$ cat config.mk
export PLATFORM = sky130hd
export DESIGN_NAME = wordle_core_flat
export DESIGN_NICKNAME = d
export VERILOG_FILES = /design/src/rtl/wordle_if.sv /design/src/rtl/wordle_core.sv /design/src/flat_wrapper.sv
export SDC_FILE = /design/constraint.sdc
export NUM_CORES = 1
export LEC_CHECK = 0
export BUFFER_PORTS_ARGS = -buffer_cell sky130_fd_sc_hd__buf_4
export CORE_MARGIN = 10
export CORE_UTILIZATION = 40
export DETAILED_ROUTE_END_ITERATION = 12
export PLACE_DENSITY = 0.62
export SLEW_MARGIN = 20
export SYNTH_ARGS = -nofsm -noshare
export SYNTH_HDL_FRONTEND = slang
export SYNTH_SLANG_ARGS = --single-unit
$ cat constraint.sdc
create_clock -name clk -period 3.15 [get_ports clk]
set_clock_uncertainty 0.1 [all_clocks]
set_input_delay 0.4725 -clock clk [delete_from_list [all_inputs] [get_ports clk]]
set_output_delay 0.4725 -clock clk [all_outputs]
set_load 0.03 [all_outputs]
$ cat src/rtl/wordle_if.sv
// Player/host bundle for wordle_core: button levels, letter entry, secret load
// and the registered game status returned by the core.
interface wordle_if #(
  parameter int WORD_LEN = 4
);
  logic                    enter;
  logic                    back;
  logic [4:0]              letter;
  logic                    load_secret;
  logic [5*WORD_LEN-1:0]   secret_in;
  logic [5*WORD_LEN-1:0]   guess_word;
  logic [3:0]              pos;
  logic [WORD_LEN-1:0]     green;
  logic [WORD_LEN-1:0]     yellow;
  logic [3:0]              guess_cnt;
  logic [2:0]              state;
  logic                    fb_valid;
  logic                    win;
  logic                    lose;

  modport master (
    output enter, back, letter, load_secret, secret_in,
    input  guess_word, pos, green, yellow, guess_cnt, state, fb_valid, win, lose
  );

  modport slave (
    input  enter, back, letter, load_secret, secret_in,
    output guess_word, pos, green, yellow, guess_cnt, state, fb_valid, win, lose
  );
endinterface

$ cat src/rtl/wordle_core.sv
// Wordle game engine: letter entry with backspace, green/yellow scoring with
// duplicate-aware crediting (one slot per cycle), win/lose bookkeeping.
module wordle_core #(
  parameter int                    WORD_LEN    = 4,
  parameter int                    MAX_GUESSES = 6,
  parameter logic [5*WORD_LEN-1:0] SECRET      = {5'd18, 5'd19, 5'd8, 5'd1}
) (
  input  logic    clk,
  input  logic    rst,
  wordle_if.slave bus
);
  typedef enum logic [2:0] {
    IDLE     = 3'd0,
    ENTRY    = 3'd1,
    CHECK    = 3'd2,
    SCAN     = 3'd3,
    FEEDBACK = 3'd4,
    WIN      = 3'd5,
    LOSE     = 3'd6
  } state_t;

  localparam logic [3:0]          LEN_C   = 4'(WORD_LEN);
  localparam logic [3:0]          MAX_C   = 4'(MAX_GUESSES);
  localparam logic [4:0]          BLANK_C = 5'h1F;
  localparam logic [WORD_LEN-1:0] ONE_C   = {{(WORD_LEN-1){1'b0}}, 1'b1};

  state_t              state_r;
  logic [4:0]          slot_r   [WORD_LEN];
  logic [4:0]          secret_r [WORD_LEN];
  logic [3:0]          pos_r;
  logic [3:0]          idx_r;
  logic [3:0]          cnt_r;
  logic [WORD_LEN-1:0] green_r;
  logic [WORD_LEN-1:0] yellow_r;
  logic [WORD_LEN-1:0] used_r;
  logic                fb_valid_r;
  logic                win_r;
  logic                lose_r;
  logic                enter_q_r;
  logic                back_q_r;

  logic                enter_press_s;
  logic                back_press_s;
  logic                load_ok_s;
  logic                cur_green_s;
  logic                found_s;
  logic [4:0]          cur_slot_s;
  logic [WORD_LEN-1:0] green_cmp_s;
  logic [WORD_LEN-1:0] match_s;
  logic [WORD_LEN-1:0] hit_s;

  // Press detection, secret validity, exact-match vector and the scan search.
  always_comb begin
    enter_press_s = enter_q_r & ~bus.enter;
    back_press_s  = back_q_r & ~bus.back;
    load_ok_s     = 1'b1;
    cur_slot_s    = 5'd0;
    cur_green_s   = 1'b0;
    green_cmp_s   = '0;
    match_s       = '0;
    for (int i = 0; i < WORD_LEN; i++) begin
      load_ok_s      = load_ok_s & (bus.secret_in[5*i +: 5] < 5'd26);
      green_cmp_s[i] = (slot_r[i] == secret_r[i]);
      cur_slot_s     = cur_slot_s | ((idx_r == 4'(i)) ? slot_r[i] : 5'd0);
      cur_green_s    = cur_green_s | ((idx_r == 4'(i)) & green_r[i]);
    end
    for (int j = 0; j < WORD_LEN; j++) begin
      match_s[j] = ~used_r[j] & (secret_r[j] == cur_slot_s);
    end
    found_s = |match_s;
    // Isolate the lowest unused matching secret position.
    hit_s   = match_s & ((~match_s) + ONE_C);
  end

  // Flatten the slot registers onto the guess_word bus.
  always_comb begin
    bus.guess_word = '0;
    for (int i = 0; i < WORD_LEN; i++) begin
      bus.guess_word[5*i +: 5] = slot_r[i];
    end
  end

  assign bus.pos       = pos_r;
  assign bus.green     = green_r;
  assign bus.yellow    = yellow_r;
  assign bus.guess_cnt = cnt_r;
  assign bus.state     = state_r;
  assign bus.fb_valid  = fb_valid_r;
  assign bus.win       = win_r;
  assign bus.lose      = lose_r;

  // Game state machine with all status outputs registered.
  always_ff @(posedge clk or posedge rst) begin
    if (rst) begin
      state_r    <= IDLE;
      pos_r      <= 4'd0;
      idx_r      <= 4'd0;
      cnt_r      <= 4'd0;
      green_r    <= '0;
      yellow_r   <= '0;
      used_r     <= '0;
      fb_valid_r <= 1'b0;
      win_r      <= 1'b0;
      lose_r     <= 1'b0;
      enter_q_r  <= 1'b0;
      back_q_r   <= 1'b0;
      for (int i = 0; i < WORD_LEN; i++) begin
        slot_r[i]   <= BLANK_C;
        secret_r[i] <= SECRET[5*i +: 5];
      end
    end else begin
      enter_q_r  <= bus.enter;
      back_q_r   <= bus.back;
      fb_valid_r <= 1'b0;
      case (state_r)
        IDLE: begin
          if (bus.load_secret && load_ok_s) begin
            for (int i = 0; i < WORD_LEN; i++) begin
              secret_r[i] <= bus.secret_in[5*i +: 5];
            end
          end
          if (enter_press_s) begin
            state_r  <= ENTRY;
            pos_r    <= 4'd0;
            cnt_r    <= 4'd0;
            green_r  <= '0;
            yellow_r <= '0;
            for (int i = 0; i < WORD_LEN; i++) begin
              slot_r[i] <= BLANK_C;
            end
          end
        end
        ENTRY: begin
          // Backspace takes priority; a simultaneous enter is dropped.
          if (back_press_s) begin
            if (pos_r != 4'd0) begin
              pos_r <= pos_r - 4'd1;
              for (int i = 0; i < WORD_LEN; i++) begin
                if (pos_r - 4'd1 == 4'(i)) slot_r[i] <= BLANK_C;
              end
            end
          end else if (enter_press_s) begin
            if (pos_r == LEN_C) begin
              state_r <= CHECK;
            end else if (bus.letter < 5'd26) begin
              for (int i = 0; i < WORD_LEN; i++) begin
                if (pos_r == 4'(i)) slot_r[i] <= bus.letter;
              end
              pos_r <= pos_r + 4'd1;
            end
          end
        end
        CHECK: begin
          green_r  <= green_cmp_s;
          used_r   <= green_cmp_s;
          yellow_r <= '0;
          idx_r    <= 4'd0;
          state_r  <= SCAN;
        end
        SCAN: begin
          for (int i = 0; i < WORD_LEN; i++) begin
            if (idx_r == 4'(i)) yellow_r[i] <= found_s & ~cur_green_s;
          end
          if (!cur_green_s) used_r <= used_r | hit_s;
          if (idx_r == LEN_C - 4'd1) begin
            state_r    <= FEEDBACK;
            fb_valid_r <= 1'b1;
          end else begin
            idx_r <= idx_r + 4'd1;
          end
        end
        FEEDBACK: begin
          cnt_r <= cnt_r + 4'd1;
          if (&green_r) begin
            state_r <= WIN;
            win_r   <= 1'b1;
          end else if (cnt_r + 4'd1 == MAX_C) begin
            state_r <= LOSE;
            lose_r  <= 1'b1;
          end else begin
            state_r <= ENTRY;
            pos_r   <= 4'd0;
            for (int i = 0; i < WORD_LEN; i++) begin
              slot_r[i] <= BLANK_C;
            end
          end
        end
        WIN, LOSE: begin
          if (enter_press_s) begin
            state_r <= IDLE;
            win_r   <= 1'b0;
            lose_r  <= 1'b0;
          end
        end
        default: begin
          state_r <= IDLE;
        end
      endcase
    end
  end
endmodule
$ cat src/flat_wrapper.sv
// flat-port wrapper written by rule: the top's interface ports become plain ports
module wordle_core_flat 
#(
  parameter int                    WORD_LEN    = 4,
  parameter int                    MAX_GUESSES = 6,
  parameter logic [5*WORD_LEN-1:0] SECRET      = {5'd18, 5'd19, 5'd8, 5'd1}
)
  (clk, rst, bus_enter, bus_back, bus_letter, bus_load_secret, bus_secret_in, bus_guess_word, bus_pos, bus_green, bus_yellow, bus_guess_cnt, bus_state, bus_fb_valid, bus_win, bus_lose);
  wordle_if #(.WORD_LEN(WORD_LEN)) bus_i ();
  input  logic clk;
  input  logic rst;
  input wire logic [$bits(bus_i.enter)-1:0] bus_enter;
  input wire logic [$bits(bus_i.back)-1:0] bus_back;
  input wire logic [$bits(bus_i.letter)-1:0] bus_letter;
  input wire logic [$bits(bus_i.load_secret)-1:0] bus_load_secret;
  input wire logic [$bits(bus_i.secret_in)-1:0] bus_secret_in;
  output wire logic [$bits(bus_i.guess_word)-1:0] bus_guess_word;
  output wire logic [$bits(bus_i.pos)-1:0] bus_pos;
  output wire logic [$bits(bus_i.green)-1:0] bus_green;
  output wire logic [$bits(bus_i.yellow)-1:0] bus_yellow;
  output wire logic [$bits(bus_i.guess_cnt)-1:0] bus_guess_cnt;
  output wire logic [$bits(bus_i.state)-1:0] bus_state;
  output wire logic [$bits(bus_i.fb_valid)-1:0] bus_fb_valid;
  output wire logic [$bits(bus_i.win)-1:0] bus_win;
  output wire logic [$bits(bus_i.lose)-1:0] bus_lose;
  assign bus_i.enter = bus_enter;
  assign bus_i.back = bus_back;
  assign bus_i.letter = bus_letter;
  assign bus_i.load_secret = bus_load_secret;
  assign bus_i.secret_in = bus_secret_in;
  assign bus_guess_word = bus_i.guess_word;
  assign bus_pos = bus_i.pos;
  assign bus_green = bus_i.green;
  assign bus_yellow = bus_i.yellow;
  assign bus_guess_cnt = bus_i.guess_cnt;
  assign bus_state = bus_i.state;
  assign bus_fb_valid = bus_i.fb_valid;
  assign bus_win = bus_i.win;
  assign bus_lose = bus_i.lose;
  wordle_core #(.WORD_LEN(WORD_LEN), .MAX_GUESSES(MAX_GUESSES), .SECRET(SECRET)) u_core (.clk(clk), .rst(rst), .bus(bus_i));
endmodule
-- Word level (Yosys, flattened, before mapping)
Index checks and enable logic that the tools add are counted.
- add/sub/neg operators: 5
- magnitude comparators: 5
- equality and inequality tests: 52
- muxes and demuxes: 58
- bitwise gates (word level): 30
- reductions and logical operators: 32
- operator list (operator ; count):
    20-bit 2-to-1 mux ; 8
    5-bit 2-to-1 mux ; 12
    20-bit case mux with 3 select lines ; 1
    5-bit == test ; 8
    4-bit 2-to-1 mux ; 10
    10-bit AND reduction ; 4
    4-bit case mux with 2 select lines ; 4
    5-bit less-than comparator, second input constant ; 5
    4-bit by 2-bit == test with 1-bit output, second input constant ; 6
    3-bit 2-to-1 mux ; 8
    4-bit case mux with 3 select lines ; 2
    2-bit by 1-bit inequality test with 1-bit output, second input constant ; 10
    3-bit by 1-bit inequality test with 1-bit output, second input constant ; 6
    3-bit case mux with 6 select lines ; 1
    4-bit by 1-bit adder with 4-bit output, second input constant ; 4
    3-bit inequality test, second input constant ; 5
    5-bit OR ; 3
    3-bit AND reduction ; 5
    1-bit AND ; 14
    4-bit by 1-bit == test with 1-bit output, second input constant ; 3
    4-bit zero test ; 3
    1-bit 2-to-1 mux ; 10
    2-bit inequality test, second input constant ; 5
    2-bit AND reduction ; 5
    22 further kinds ; 40
- register bits: 72
- output and inout port bits: 42
- logic and storage cells: 205

-- Depth between registers and ports, before layout
Gate-level depths: netlist of run 1.
- depth in word-level cells: 13
- depth in mapped cells: 9
- gate-level depth less buffers: 9

-- Worst setup path before layout of run 1
No wires, ideal clock.
- path type: register to register
- start point: register u_core.idx_r[1]
- end point: register u_core.used_r[2]
- library setup time: 0.126 ns
- arrival: 2.162 ns
- data required time: 2.924 ns
- setup slack: 0.762 ns
- cell stages (with the launch flop): 10
- path buffers: 0
- clock period less this slack: 2.388 ns
- cell sequence: dfrtp_1 > inv_1 > ha_1 > a22oi_2 > a21oi_4 > xnor2_2 > nand2_2 > or4_1 > a311oi_1 > nor2_1
- cells in the longest elaborated chain, start to end: 13
- RTL lines (item ; line ; text):
    start: declaration ; wordle_core.sv:31 ; logic [3:0] idx_r;
    start signal: assignment ; wordle_core.sv:169 ; idx_r <= idx_r + 4'd1;
    4-bit by 1-bit == test with 1-bit output / 4-bit zero test (equally long branches) ; wordle_core.sv:64, wordle_core.sv:65 ;
    5-bit 2-to-1 mux ; wordle_core.sv:64 ; cur_slot_s = cur_slot_s | ((idx_r == 4'(i)) ? slot_r[i] : 5'd0);
    5-bit OR (3 in a row) ; wordle_core.sv:64 ;
    5-bit == test ; wordle_core.sv:68 ; match_s[j] = ~used_r[j] & (secret_r[j] == cur_slot_s);
    1-bit AND ; wordle_core.sv:68 ;
    4-bit inverter ; wordle_core.sv:72 ; hit_s = match_s & ((~match_s) + ONE_C);
    4-bit by 1-bit adder with 4-bit output ; wordle_core.sv:72 ;
    4-bit AND ; wordle_core.sv:72 ;
    4-bit OR ; wordle_core.sv:164 ; if (!cur_green_s) used_r <= used_r | hit_s;
    4-bit 2-to-1 mux ; wordle_core.sv:164 ;
    4-bit case mux with 2 select lines ; wordle_core.sv:115 ; case (state_r)
    end signal: assignment ; wordle_core.sv:155 ; used_r <= green_cmp_s;
    end signal: assignment ; wordle_core.sv:164 ;
    end: declaration ; wordle_core.sv:35 ; logic [WORD_LEN-1:0] used_r;
Parallel ways exist; a longest one is shown, timed or not. The select of a mux whose other input is x is not followed.
A chain may end at the register's enable or synchronous reset.

-- Worst setup path after layout of run 1
- start point: register u_core.idx_r[1]
- end point: register u_core.used_r[3]
Same word-level chain as after synthesis.

==> results.ini, run 1 <==
[layout]
nets = 511
final_area_um2 = 5145
area_delta_synth_final_pct = 21.58
drive_gt1_frac = 0.3529
antenna_cells = 0
nFillCells = 940

[worst_setup_path]
critPathMaxStageDelay_ps = 430
required_ps = 3340
path_class = flop to flop
regToRegEndpoint = u_core.used_r[3]
worstSetupEndpointType = flop
rrSetupSlack_ps = 490
crit_fanout = 7
worstPathCellList = inv_1 -> ha_1 -> a22oi_1 -> a21oi_4 -> xnor2_1 -> nand4_1 -> nor3_2 -> nor4b_1 -> o31a_1
cpMaxStageDelayCell = dfrtp_1
r2r-start = u_core.idx_r[1]
worstPathArrival_ps = 2850
startpoint_type = flop
r2r_cells = 9

[synthesis]
synth-edff-count = 0
synthCells = 394
synth_compound_area_frac = 0.1632
synth_xor_area_frac = 0.09462
synth_top_family_by_area = compound AO/OA/AOI/OAI gates
yosysUniqueCellTypes = 54
yosysWarnings = 0
ys_async_sr_fraction = 1.000
synth_flop_cell = dfrtp_1
syn_avg_cell_area_um2 = 10.74
synth_adder_area_share = 0.02957
synth.mux.area_fraction = 0.1112
syn-num-nets = 434
synth_area_um2 = 4232
synth_seq_area_share = 0.4338
synthSimpleGateAreaFrac = 0.1437
synth-seq-cells = 72

[placement]
place_hpwl_mm = 8.719
gp_congestion = 0.8828
dpl_cell_area_um2 = 4940
port_buffers = 71

[floorplan]
io_pins = 72
die_h_um = 122.9
coreArea_um2 = 10320
die_area_um2 = 15090
die_w_um = 122.9
fp-row-count = 37
start_util = 0.4099

[clocking]
clkSinkCount = 72
post-cts-setup-buffer-count = 0
cts-resized-gates = 0
clockRootBuffer = clkbuf_8
clkTransAtPathRegs_ps = 80
cts_buffers = 9
hold_buffers = 0
cts_tree = built
htree_levels = 3
insertion_delay_ps = 350
cts_buffer_depth = 2

[route]
vias = 3329
routed_wl_mm = 11.29
drcViolationCount = 0
first_pass_iters = 4
post_drt_wl_per_cell_um = 18.44
dr.first_iter.drc_count = 391
ant_nets = 0
viasPerCell = 5.440

[job]
cap_violations = 0

[global_route]
grt.overflow.total = 0
grt_max_degree = 44
grt.total_usage = 0.1545
grt_pass1_vias = 3300
antenna_found_initial = 0
grt_pass1_wl_mm = 18.32

[min_path]
hp-class = primary input to async pin

[timing]
finalSetupTns_ps = 0
finalHoldViolCount = 0
worst_slew_pin_slew_ps = 908.4
finalSetupViolCount = 0
max_freq_ghz = 0.3759
final-max-slew-violation-count = 0
rsz0062_at_grt = no
slew_headroom = 0.3898
fin_crit_ps = 2660
post-route-period-util = 0.8445

[run_status]
status = completed

[power_and_ir_drop]
leakage_uw = 0.002071
vdd_drop_max_mv = 0.6491
powerDensity_nw_per_um2 = 1166

-- stage by stage --
| stage | setup slack (ps) | total power (µW) | cells | util | hold slack [ps] |
|---|---|---|---|---|---|
| after floorplan | 762.3 | 4302 | 394 | - | 403.9 |
| after global placement | 634.4 | 5220 | 596 | 0.4785 | 370.6 |
| after detailed placement | 567.8 | 5267 | 596 | 0.4785 | 377.9 |
| after CTS | 543.4 | 6043 | 612 | 0.4984 | 115.3 |
| after global routing | 339.2 | 6433 | 612 | 0.4984 | 111.5 |
| final | 489.9 | 5999 | 612 | 0.4984 | 126.2 |
-- synth_stat cells, types with 3 or more instances --
| library cell | n | share of area |
|---|---|---|
| or3_1 | 8 | 0.012 |
| o21ai_0 | 14 | 0.017 |
| nand2b_1 | 5 | 0.0074 |
| clkbuf_1 | 8 | 0.0071 |
| o31ai_1 | 5 | 0.0089 |
| ha_1 | 10 | 0.030 |
| a22oi_2 | 8 | 0.024 |
| mux2_1 | 20 | 0.053 |
| inv_1 | 9 | 0.0080 |
| dfstp_2 | 27 | 0.17 |
| dfrtp_1 | 45 | 0.27 |
| nand2_2 | 4 | 0.0059 |
| a31oi_1 | 3 | 0.0044 |
| a22oi_1 | 4 | 0.0071 |
| nand3_1 | 13 | 0.015 |
| mux2_2 | 20 | 0.053 |
| nor3_1 | 8 | 0.0095 |
| a21oi_4 | 5 | 0.019 |
| a21oi_1 | 16 | 0.019 |
| a221o_1 | 3 | 0.0071 |
| buf_2 | 3 | 0.0035 |
| a211oi_1 | 3 | 0.0053 |
| nor3_2 | 3 | 0.0071 |
| o211ai_1 | 6 | 0.011 |
| xnor2_1 | 24 | 0.050 |
| nand2_1 | 33 | 0.029 |
| nor2_1 | 19 | 0.017 |
| nor2b_1 | 4 | 0.0059 |
| xor2_1 | 18 | 0.037 |
| nand4_1 | 6 | 0.0089 |
| o21ai_1 | 9 | 0.011 |
-- power breakdown --
group | internal, µW | total (µW) | switching [µW]
combinational | 1400 | 3200 | 1800
sequential | 1440 | 2040 | 607
clock | 367 | 756 | 389
-- worst max-delay path, delay by kind of cell, from the launching register on --
family / cells / cell delay (ps)
xor gates and xnor gates: 1 / 160
AOI/OAI and AO/OA: 3 / 660
and+or+nand+nor: 3 / 800
DFF: 1 / 430
buffers and inverters: 1 / 90
adders and majority gates: 1 / 360
-- flip-flops by register name, indices dropped and copies added, names as in the netlist, 4 cells and up --
| register | count |
|---|---|
| u_core.bus.green | 4 |
| u_core.bus.guess_cnt | 4 |
| u_core.bus.guess_word | 20 |
| u_core.bus.pos | 4 |
| u_core.bus.yellow | 4 |
| u_core.idx_r | 4 |
| u_core.secret_r | 20 |
| u_core.used_r | 4 |
-- cells by family after synthesis --
| group | after synthesis |
|---|---|
| flip-flops | 72 |
| AND/OR/NAND/NOR | 115 |
| XOR/XNOR | 44 |
| multiplexers | 42 |
| AO/OA/AOI/OAI | 89 |
| buffers and inverters | 22 |
| adder cells (fa/ha/maj) | 10 |
-- worst max-delay path by stage --
stage	startpoint	to	slack (ps)	cells past startpoint
2_1_floorplan	u_core.idx_r[1]	u_core.used_r[2]	760	9
3_3_place_gp	u_core.idx_r[0]	u_core.used_r[2]	630	8
3_5_place_dp	u_core.idx_r[0]	u_core.used_r[2]	570	9
4_1_cts	u_core.idx_r[1]	u_core.used_r[2]	540	9
5_1_grt	u_core.idx_r[0]	u_core.used_r[1]	340	9
6_report	u_core.idx_r[1]	u_core.used_r[3]	490	9
-- layer usage --
| layer | routed length, µm | part of all wire | global-route usage |
|---|---|---|---|
| met1 | 5163 | 0.46 | 0.2046 |
| met5 | 0 | 0 | 0 |
| met2 | 5206 | 0.46 | 0.2403 |
| met3 | 732 | 0.065 | 0.03719 |
| met4 | 183 | 0.016 | 0.05596 |
-- final cells by class --
type	count	area (µm²)	share of cell area
inverter	9	33.78	0.006566
clock inverter	5	42.54	0.008268
sequential	72	1836	0.3568
clock buffer	11	162.7	0.03161
timing repair buffer	79	605.6	0.1177
tap	136	170.2	0.03307
multi-input combinational	300	2295	0.4460
-- layout by cell type, fill, tap and decap left out, types with 3 or more instances in the layout --
cell type / count
nand2_2: 4
nand2b_1: 5
dfrtp_1: 45
a21oi_1: 16
nor3_1: 8
a211oi_1: 3
a221o_1: 3
nand3_1: 13
nand2_1: 33
mux2_2: 20
inv_6: 4
a21oi_4: 5
or3_1: 8
clkbuf_8: 10
o21ai_1: 9
nor2b_1: 4
dfstp_2: 27
a22oi_2: 8
nand4_1: 6
nor3_2: 3
o211ai_1: 6
o31ai_1: 5
xor2_1: 18
a31oi_1: 3
nor2_1: 19
ha_1: 10
a22oi_1: 4
buf_4: 78
inv_1: 8
o21ai_0: 14
xnor2_1: 24
mux2_1: 20
Power figures use the tool's default switching activity.
==> run 2, diff against run 1 <==
PLACE_DENSITY = 0.64   (was 0.62)
clock period = 2.35 ns   (was 3.15 ns; I/O delays follow)
==> run 2 against run 1 <==
Compared with the run above: the run now ends with setup timing left; total power up 56%; clock power up 39%; clock-buffer cell count up 1; critical path depth up 1; largest power group unchanged; worst hold slack worse by 95 ps; design area up 13%; utilization up 6.3 points; sequential share of layout area down 4.0 points; via count up 5.6%; first-iteration DRC count down 64%.
==> results.ini, run 2 (synthesis gave the netlist of run 1 again) <==
[run_status]
status = complete, but fails checks
violations = setup timing

[layout]
seq_area_um2 = 1838
layout_commonest_cell = buf_4
drive_gt1_frac = 0.4594
multi_input_area_um2 = 2492
nFillCells = 897
nets = 564
layout_common_cells = buf_4 (125), dfrtp_1 (43), nand2_1 (31), dfstp_2 (27)
area_delta_synth_final_pct = 37.02
antenna_cells = 0

[worst_setup_path]
required_ps = 2490
crit_buf_inv = 2
path_class = flop to flop
r2r-start = u_core.idx_r[1]
cpMaxStageDelayCell = dfrtp_2
cpMostUsedCell = a211oi_2
crit_fanout = 6
cp_top_family = compound AO/OA/AOI/OAI gates
startpoint_type = flop
critPathMaxStageDelay_ps = 450
crit_start = u_core.idx_r[1]
worstPathCellList = inv_2 -> ha_4 -> a22oi_2 -> a21oi_4 -> buf_4 -> xnor2_4 -> nand3_4 -> or3_4 -> a211oi_2 -> a211oi_2
worstSetupEndpointType = flop
worstPathArrival_ps = 2520

[power_and_ir_drop]
power.total_uw = 9354
vdd_drop_max_mv = 0.9515
powerDensity_nw_per_um2 = 1613
leakage_uw = 0.002397

[floorplan]
die_area_um2 = 15090
die_h_um = 122.9
start_util = 0.4099
io_pins = 72
fp-row-count = 37
die_w_um = 122.9
coreArea_um2 = 10320

[clocking]
clockRootBuffer = clkbuf_8
cts_tree = built
insertion_delay_ps = 360
clkTransAtPathRegs_ps = 70
cts_buffers = 9
cts_buffer_depth = 2
htree_levels = 3
clkSinkCount = 72

[global_route]
grt.overflow.total = 0
grt_pass1_vias = 3647
grt_pass1_wl_mm = 19.68
antenna_found_initial = 0
grt_max_degree = 26
grt.total_usage = 0.1651

[timing]
slew_headroom = 0.6124
fin_ws_ps = -25.73
rsz0062_at_grt = yes
fin_crit_ps = 2376
worst_slew_pin_slew_ps = 580.6
finalSetupViolCount = 4
final-max-slew-violation-count = 0
finalSetupTns_ps = -64.34
max_freq_ghz = 0.4209
post-route-period-util = 1.011
finalHoldViolCount = 0

[route]
dr.first_iter.drc_count = 142
ant_nets = 0
routed_wl_mm = 12.22
post_drt_wl_per_cell_um = 18.37
drcViolationCount = 0
first_pass_iters = 4
vias = 3516
viasPerCell = 5.287

[min_path]
hp-class = primary input to flop
hp-start = bus_enter

[placement]
place_hpwl_mm = 9.500
gp_congestion = 0.8935
port_buffers = 71

[job]
cap_violations = 0

## run 2: cell count changes in the layout (fill, tap and decap cells not counted), moves of 4 or more
cell,previous run,this run
xnor2_1,24,19
inv_6,4,0
ha_4,0,4
buf_4,78,125
ha_1,10,6
## run 2: worst paths after layout
kind | end | slack (ps) | cells after the start
setup / recovery | u_core.used_r[1] | -30 | 10
hold / removal | u_core.enter_q_r | 30 | 1
setup reg to reg | u_core.used_r[1] | -30 | 10
hold reg to reg | u_core.bus.yellow[2] | 410 | 2
max in group asynchronous | u_core.secret_r[4] | 950 | 4
min in group asynchronous | u_core.bus.guess_cnt[3] | 510 | 3
## run 2: routing by layer
layer  vias to the layer above  part of all wire  wire length, µm  global-route usage
met4                         0             0.018              225             0.04713
met5                         -                 0                0                   0
met1                      1721              0.45             5476              0.2115
met2                        92              0.48             5872              0.2701
li1                       1686                 -                -                   -
met3                        17             0.053              643             0.04132
## run 2: what timing repair did
item,in CTS,in global routing
endpoints found under the hold margin,13,0
pin swaps,16,20
endpoints found under the setup margin,7,27
gates resized for setup,15,20
hold buffers,2,0
buffers inserted,6,3
## run 2: layout make-up
| cell class | instances | area share |
|---|---|---|
| inverters | 9 | 0.006258 |
| multi-input cells | 300 | 0.4299 |
| clock inverters | 4 | 0.005611 |
| repair buffers | 132 | 0.1795 |
| flip-flops and latches | 72 | 0.3170 |
| clock buffers | 12 | 0.03237 |
| well taps | 136 | 0.02935 |
## run 2: through the flow
stage | hold WS (ps) | utilization | instance area (µm²) | instances | worst slack (ps)
global placement | 336.1 | 0.5127 | 5293 | 639 | -77.02
global route | 16.62 | 0.5616 | 5798 | 665 | -132.2
detailed placement | 346.6 | 0.5127 | 5293 | 639 | -164.2
finish | 31.69 | 0.5616 | 5798 | 665 | -25.73
CTS | 17.01 | 0.5478 | 5655 | 663 | -33.40
floorplan | 283.9 | - | 4237 | 394 | -17.84
## run 2: where the power goes
| part | total (µW) | switching, µW | internal, µW |
|---|---|---|---|
| Combinational | 5640 | 2930 | 2710 |
| Sequential | 2670 | 742 | 1920 |
| Clock | 1050 | 509 | 544 |
## run 2: worst reg2reg max path, cell delays in order, from the launching register on
cell      delay, ps
dfrtp_2         450
inv_2            90
ha_4            190
a22oi_2         230
a21oi_4         110
buf_4           170
xnor2_4         150
nand3_4         120
or3_4           360
a211oi_2        250
a211oi_2         50
